===== config.mk =====
export PLATFORM = sky130hd
export DESIGN_NAME = arf_sequencer
export DESIGN_NICKNAME = d
export VERILOG_FILES = /design/src/rtl/arf_sequencer.sv
export SDC_FILE = /design/constraint.sdc
export NUM_CORES = 1
export LEC_CHECK = 0
export BUFFER_PORTS_ARGS = -buffer_cell sky130_fd_sc_hd__buf_2
export CAP_MARGIN = 20
export CELL_PAD_IN_SITES_DETAIL_PLACEMENT = 1
export CELL_PAD_IN_SITES_GLOBAL_PLACEMENT = 2
export CORE_AREA = 3 3 50 74
export DETAILED_ROUTE_END_ITERATION = 16
export DIE_AREA = 0 0 53 77
export PLACE_DENSITY = 0.77
export SKIP_CTS_REPAIR_TIMING = 1
export SLEW_MARGIN = 20
export SYNTH_ARGS = -nofsm -noshare
export SYNTH_HDL_FRONTEND = slang
export SYNTH_SLANG_ARGS = --single-unit

===== constraint.sdc =====
create_clock -name Clock -period 2.4 [get_ports Clock]
set_clock_uncertainty 0.2 [all_clocks]
set_input_delay 0.72 -clock Clock [delete_from_list [all_inputs] [get_ports Clock]]
set_output_delay 0.72 -clock Clock [all_outputs]
set_load 0.02 [all_outputs]

===== src/rtl/arf_sequencer.sv =====
// arf_sequencer: expands one ARF operation request into 1-3 control steps.
// Ports: Clock/Reset, ReqValid/ReqOp/ReqReady handshake, Done, ARF_* selects,
// MemAddrValid/MemWrite strobe qualifiers, OpCount completed-op counter.
module arf_sequencer #(
  parameter int CNT_W = 8
) (
  input  logic             Clock,
  input  logic             Reset,
  input  logic             ReqValid,
  input  logic [2:0]       ReqOp,
  output logic             ReqReady,
  output logic             Done,
  output logic [2:0]       ARF_FunSel,
  output logic [2:0]       ARF_RegSel,
  output logic [1:0]       ARF_OutCSel,
  output logic [1:0]       ARF_OutDSel,
  output logic             MemAddrValid,
  output logic             MemWrite,
  output logic [CNT_W-1:0] OpCount
);

  localparam logic [2:0] OP_NOP    = 3'b000;
  localparam logic [2:0] OP_FETCH  = 3'b001;
  localparam logic [2:0] OP_PUSH   = 3'b010;
  localparam logic [2:0] OP_POP    = 3'b011;
  localparam logic [2:0] OP_JUMP   = 3'b100;
  localparam logic [2:0] OP_LDAR   = 3'b101;
  localparam logic [2:0] OP_CALL   = 3'b110;
  localparam logic [2:0] OP_CLRALL = 3'b111;

  localparam logic [2:0] FS_DEC = 3'b000;
  localparam logic [2:0] FS_INC = 3'b001;
  localparam logic [2:0] FS_LD  = 3'b010;
  localparam logic [2:0] FS_CLR = 3'b011;

  // RegSel enables are active-low: bit2=PC, bit1=AR, bit0=SP.
  localparam logic [2:0] RS_NONE = 3'b111;
  localparam logic [2:0] RS_PC   = 3'b011;
  localparam logic [2:0] RS_AR   = 3'b101;
  localparam logic [2:0] RS_SP   = 3'b110;
  localparam logic [2:0] RS_ALL  = 3'b000;

  localparam logic [1:0] SEL_PC = 2'b00;
  localparam logic [1:0] SEL_SP = 2'b11;

  typedef enum logic [1:0] {
    IDLE = 2'd0,
    S1   = 2'd1,
    S2   = 2'd2,
    S3   = 2'd3
  } state_t;

  state_t     state;
  state_t     state_nxt;
  logic [2:0] op_q;
  logic       accept;
  logic       last_step;

  assign accept = ReqValid && (state == IDLE);

  // State register; the op is only captured on accept so it stays
  // stable for the whole sequence regardless of ReqOp activity.
  always_ff @(posedge Clock or posedge Reset) begin
    if (Reset) begin
      state <= IDLE;
      op_q  <= OP_NOP;
    end else begin
      state <= state_nxt;
      if (accept) begin
        op_q <= ReqOp;
      end
    end
  end

  // Which step is the final one for the latched op.
  always_comb begin
    last_step = 1'b0;
    unique case (state)
      IDLE: last_step = 1'b0;
      S1: begin
        unique case (op_q)
          OP_NOP, OP_JUMP,
          OP_LDAR, OP_CLRALL: last_step = 1'b1;
          default:            last_step = 1'b0;
        endcase
      end
      S2:      last_step = (op_q != OP_CALL);
      S3:      last_step = 1'b1;
      default: last_step = 1'b0;
    endcase
  end

  // Next-state logic.
  always_comb begin
    state_nxt = state;
    unique case (state)
      IDLE:    state_nxt = accept ? S1 : IDLE;
      S1:      state_nxt = last_step ? IDLE : S2;
      S2:      state_nxt = last_step ? IDLE : S3;
      S3:      state_nxt = IDLE;
      default: state_nxt = IDLE;
    endcase
  end

  // Moore output decode from state and latched op.
  always_comb begin
    ReqReady     = (state == IDLE);
    Done         = last_step;
    ARF_FunSel   = FS_DEC;
    ARF_RegSel   = RS_NONE;
    ARF_OutCSel  = SEL_PC;
    ARF_OutDSel  = SEL_PC;
    MemAddrValid = 1'b0;
    MemWrite     = 1'b0;
    unique case (state)
      IDLE: begin
      end
      S1: begin
        unique case (op_q)
          OP_NOP: begin
          end
          OP_FETCH: begin
            ARF_OutDSel  = SEL_PC;
            MemAddrValid = 1'b1;
          end
          OP_PUSH: begin
            ARF_OutDSel  = SEL_SP;
            MemAddrValid = 1'b1;
            MemWrite     = 1'b1;
          end
          OP_POP: begin
            ARF_RegSel = RS_SP;
            ARF_FunSel = FS_INC;
          end
          OP_JUMP: begin
            ARF_RegSel = RS_PC;
            ARF_FunSel = FS_LD;
          end
          OP_LDAR: begin
            ARF_RegSel = RS_AR;
            ARF_FunSel = FS_LD;
          end
          OP_CALL: begin
            // Return address (PC on OutC) written to the stack slot.
            ARF_OutCSel  = SEL_PC;
            ARF_OutDSel  = SEL_SP;
            MemAddrValid = 1'b1;
            MemWrite     = 1'b1;
          end
          OP_CLRALL: begin
            ARF_RegSel = RS_ALL;
            ARF_FunSel = FS_CLR;
          end
          default: begin
          end
        endcase
      end
      S2: begin
        unique case (op_q)
          OP_FETCH: begin
            ARF_RegSel = RS_PC;
            ARF_FunSel = FS_INC;
          end
          OP_PUSH, OP_CALL: begin
            ARF_RegSel = RS_SP;
            ARF_FunSel = FS_DEC;
          end
          OP_POP: begin
            ARF_OutDSel  = SEL_SP;
            MemAddrValid = 1'b1;
          end
          default: begin
          end
        endcase
      end
      S3: begin
        if (op_q == OP_CALL) begin
          ARF_RegSel = RS_PC;
          ARF_FunSel = FS_LD;
        end
      end
      default: begin
      end
    endcase
  end

  // Completed-operation counter, wraps naturally.
  always_ff @(posedge Clock or posedge Reset) begin
    if (Reset) begin
      OpCount <= '0;
    end else if (Done) begin
      OpCount <= OpCount + 1'b1;
    end
  end

endmodule

After elaboration in Yosys (flattened, before gate mapping)
Index checks and enable logic that the tools add are counted.
Widths: inputs -> output; s select.
Word-level totals
  register bits after elaboration: 13
  input port bits: 6
  output and inout port bits: 22
  logic and storage cells: 44
Cells by class
  $add $sub $neg: 1
  eq/ne operators: 11
  multiplexer cells: 22
  reduce and logical (&&, ||, !) cells: 7
Operators by type and width (number)
  $eq 3x3->1 const B: 4
  $pmux 2 s3: 2
  $pmux 3 s4: 1
  $mux 2: 5
  $pmux 3 s3: 1
  $add 8x1->8 const B: 1
  $pmux 2 s4: 1
  $mux 1: 7
  $eq 3x2->1 const B: 2
  $pmux 3 s2: 1
  $eq 2x2->1 const B: 2
  $pmux 1 s4: 1
  $pmux 2 s2: 1
  $reduce_or 2->1: 2
  $reduce_or 4->1: 1
  $eq 3x1->1 const B: 1
  $logic_not 3->1: 1
  $mux 3: 1
  $ne 3x3->1 const B: 1
  $reduce_or 3->1: 1
  $eq 2x1->1 const B: 1
  $logic_not 2->1: 1
  $pmux 1 s2: 1
  $logic_and 1x1->1: 1

Depth between registers and ports, before layout
  depth in word-level cells: 6
  gate-level depth with buffers: 8
  depth with buffers taken out: 7

Least setup slack after synthesis
No wires, ideal clock.
  path kind: register -> output
  start: register state[0]
  end: output port ARF_OutDSel[1]
  data arrival time: 1.616 ns
  data required time: 1.480 ns
  path slack: -0.136 ns
  stages on the path, launching flop included: 8
  buffers on the path: 2
  cell sequence: dfrtp_1 inv_1 ha_1 buf_4 and2b_4 nand2_1 a21oi_1 buf_4
Between the ends
  word-level cells in the longest chain between the ends: 2
  elaborated cells on any way between the ends: 3
  classes of those cells: 2 x eq/ne; 1 x mux
RTL lines
  start: declaration: RTL line 53  | state_t state;
  start signal: assignment: RTL line 68  | state <= state_nxt;
  $eq 2x2->1 / $eq 2x1->1 (equally long branches): RTL line 115  | unique case (state)
  $pmux 2 s2 *: RTL line 115
  end: declaration: RTL line 16  | output logic [1:0] ARF_OutDSel,
Mark *: on every way between the ends. The rest lies on a longest branch, timed or not.

Worst setup path after layout
  start: register state[1]
  end: output port MemAddrValid
Between the ends
  word-level cells in the longest chain between the ends: 2
  elaborated cells on any way between the ends: 3
  classes of those cells: 2 x eq/ne; 1 x mux
RTL lines
  $eq 2x2->1 / $eq 2x1->1 (equally long branches): RTL line 115
  $pmux 1 s2 *: RTL line 115
  end: declaration: RTL line 17  | output logic MemAddrValid,
Marks and branches as above.

==> flow_summary.json <==
{
  "clk_pin_slew_worst_paths_ns": 0.05,
  "grt-ovfl-total": 0,
  "io_buffer_count": 24,
  "rrSetupSlack_ns": 0.44,
  "viasPerCell": 4.79,
  "synthFlopType": "dfrtp_1",
  "finalCritPeriodShare_pct": 105,
  "gp_congestion": 0.734,
  "route.detailed.drc": 0,
  "layout-drive-gt1-share_pct": 48.8,
  "drt_pass1_iterations": 2,
  "ff2ff_path_depth": 8,
  "seq_power_share_pct": 26.9,
  "yosysSeqAreaShare_pct": 35.2,
  "cell_internal_pwr_uw": 886,
  "p_sw_uw": 741,
  "antenna_found_initial": 0,
  "first_iter_violations": 5,
  "ys_ff_latch": 13,
  "diodes": 0,
  "setup-tns-final_ns": -0.655,
  "hpwlAfterDp_um": 1730,
  "cts_tree": "built",
  "power.density_nw_per_um2": 1300,
  "hold_path.class": "reg -> reg",
  "grt_util_all_layers_pct": 11.7,
  "status": "finished with violations",
  "grt_pass1_vias": 795,
  "die_h_um": 77,
  "maxCapViolCount": 0,
  "grt_setup_unrepaired": "yes",
  "synth_area_leaders": "dfrtp_1 35%, ha_1 8.1%, buf_4 4.9%",
  "hold_viol_final": 0,
  "period_needed_ns": 2.52,
  "async_reset_ff_share_pct": 100,
  "violations": "negative setup slack",
  "irDropWorstVdd_v": 0.000449,
  "leakage_nw": 0.574,
  "ios": 28,
  "hold_path.startpoint": "OpCount[7]$_DFFE_PP0P_",
  "cts_sinks": 13,
  "combinationalPowerShare_pct": 61.1,
  "holdPathEnd": "OpCount[7]$_DFFE_PP0P_",
  "fmax_ghz": 0.397,
  "worst_path_max_delay_cell": "dfrtp_1",
  "setup_viol": 8,
  "endpoint_kind": "output pin",
  "routedWlPerCell_um": 13.6,
  "synth_most_common_cell": "dfrtp_1",
  "reg2reg_from": "state[1]$_DFF_PP0_",
  "coreArea_um2": 3160,
  "htreeDepth": 1,
  "start_util_pct": 29.3,
  "pwr-share-clk_pct": 12.0,
  "slew_violations": 0,
  "crit_type": "reg -> out",
  "synth_cell_types": 35,
  "synthesis.instances": 94,
  "clock_latency_ns": 0.24,
  "root_buffer": "clkbuf_8",
  "swShare_pct": 45.5,
  "areaGrowthSynthToFinish_pct": 35.9,
  "cts_made_buffers": 3,
  "r2r-end": "OpCount[6]$_DFFE_PP0P_",
  "yosysWarnings": 0,
  "synth_edf_count": 0,
  "clk_path_buf_depth": 2,
  "rows": 25,
  "avgSynthCellArea_um2": 9.84,
  "crit_path_frequent_cell": "buf_6",
  "fin_cells": 163,
  "max_stage_delay_ns": 0.41,
  "final_nets": 136,
  "wl_um": 2220,
  "grt_max_degree": 14,
  "vias": 781,
  "hold_path_depth": 1,
  "yosysTopAreaCell": "dfrtp_1",
  "die_area_um2": 4080,
  "die_w_um": 53,
  "dpl.cell_count": 153,
  "yosys-top-cells-count": "13 x dfrtp_1, 11 x nand2_1, 6 x buf_4, 6 x ha_1, 5 x xnor2_1",
  "ant_nets": 0,
  "start_kind": "flip-flop",
  "synth_area_um2": 925,
  "grt_pass1_wl_um": 3590,
  "synth_top_area_share_pct": 35.2,
  "cp_max_fo": 5,
  "crit_chain": "buf_6, ha_4, buf_6, mux2i_1, nor2_1, o21a_1, buf_6",
  "worst_slack_ns": -0.121,
  "cp.required_ns": 1.48,
  "worstPathArrival_ns": 1.60
}
-- critical path, delay by kind of cell, from the launching register on --
kind / cells / cell delay, ns
flip-flops: 1 / 0.41
buffers and inverters: 3 / 0.39
AO/OA/AOI/OAI: 1 / 0.19
adder cells (fa/ha/maj): 1 / 0.17
multiplexers: 1 / 0.13
AND/OR/NAND/NOR: 1 / 0.06
-- flip-flops by register name, summed over array words and instances, names as in the netlist --
| register | cells |
|---|---|
| op_q | 3 |
| state | 2 |
| OpCount | 8 |
-- kinds of logic after synthesis --
logic type / after synthesis / share of synthesized area (%)
simple gates: 38 / 25.4
flops: 13 / 35.2
buf+inv: 13 / 8.79
compound gates: 10 / 8.39
xor+xnor: 7 / 6.63
fa+ha+maj: 6 / 8.12
mux: 6 / 7.04
other cells: 1 / 0.406
-- power by group through the flow --
stage                     logic (mW)  registers [mW]  clock network, mW
after global routing            1.07           0.457              0.214
after CTS                      0.802           0.421              0.204
final                          0.994           0.438              0.195
after floorplan                0.636           0.393                  0
after detailed placement       0.799           0.425                  0
after global placement         0.786           0.420                  0
-- worst max-delay path by stage --
stage | from | end | slack, ns
after global routing | state[0]$_DFF_PP0_ | ARF_FunSel[0] | -0.21
after global placement | state[1]$_DFF_PP0_ | ARF_RegSel[0] | 0.08
after detailed placement | state[1]$_DFF_PP0_ | ARF_RegSel[0] | 0.006
after CTS | state[1]$_DFF_PP0_ | ARF_RegSel[0] | -0.26
after floorplan | state[0]$_DFF_PP0_ | ARF_OutDSel[1] | 0.01
final | state[1]$_DFF_PP0_ | MemAddrValid | -0.12
-- layout by cell type (no fill, tap or decap), types with 3 or more instances in the layout --
master / Yosys / final
nand3_1: 4 / 4
conb_1: 1 / 3
buf_2: 1 / 18
buf_6: 1 / 7
buf_4: 6 / 7
mux2_2: 4 / 4
nand2_1: 11 / 11
dfrtp_2: 0 / 3
ha_4: 0 / 3
xnor2_1: 5 / 5
nor2_1: 4 / 3
clkbuf_8: 0 / 3
nand4_1: 3 / 3
dfrtp_1: 13 / 10
-- metrics by stage --
stage	cell area (um^2)	worst slack (ns)	total power, mW	hold WS, ns	utilization, %
after floorplan	941	0.0134	1.03	0.372	-
after global placement	1060	0.0753	1.21	0.260	33.5
after detailed placement	1060	0.00639	1.22	0.267	33.5
after CTS	1100	-0.263	1.43	0.278	35.0
after global routing	1260	-0.210	1.75	0.279	39.8
final	1260	-0.121	1.63	0.274	39.8
-- per-layer routing --
| layer | track usage [%] | vias to the layer above | wire length (um) |
|---|---|---|---|
| met5 | 0 | - | 0 |
| met4 | 6.14 | 0 | 42 |
| met3 | 1.36 | 5 | 97 |
| met2 | 20.9 | 23 | 1230 |
| met1 | 12.9 | 379 | 856 |
| li1 | - | 374 | - |
-- final cells by class --
cell class | count | area, um^2
Sequential cell | 13 | 329
Timing Repair Buffer | 32 | 221
Fill cell | 375 | 1900
Multi-Input combinational cell | 70 | 593
Tap cell | 40 | 50.0
Inverter | 4 | 17.5
Clock buffer | 4 | 45.0
Power figures use the tool's default switching activity.
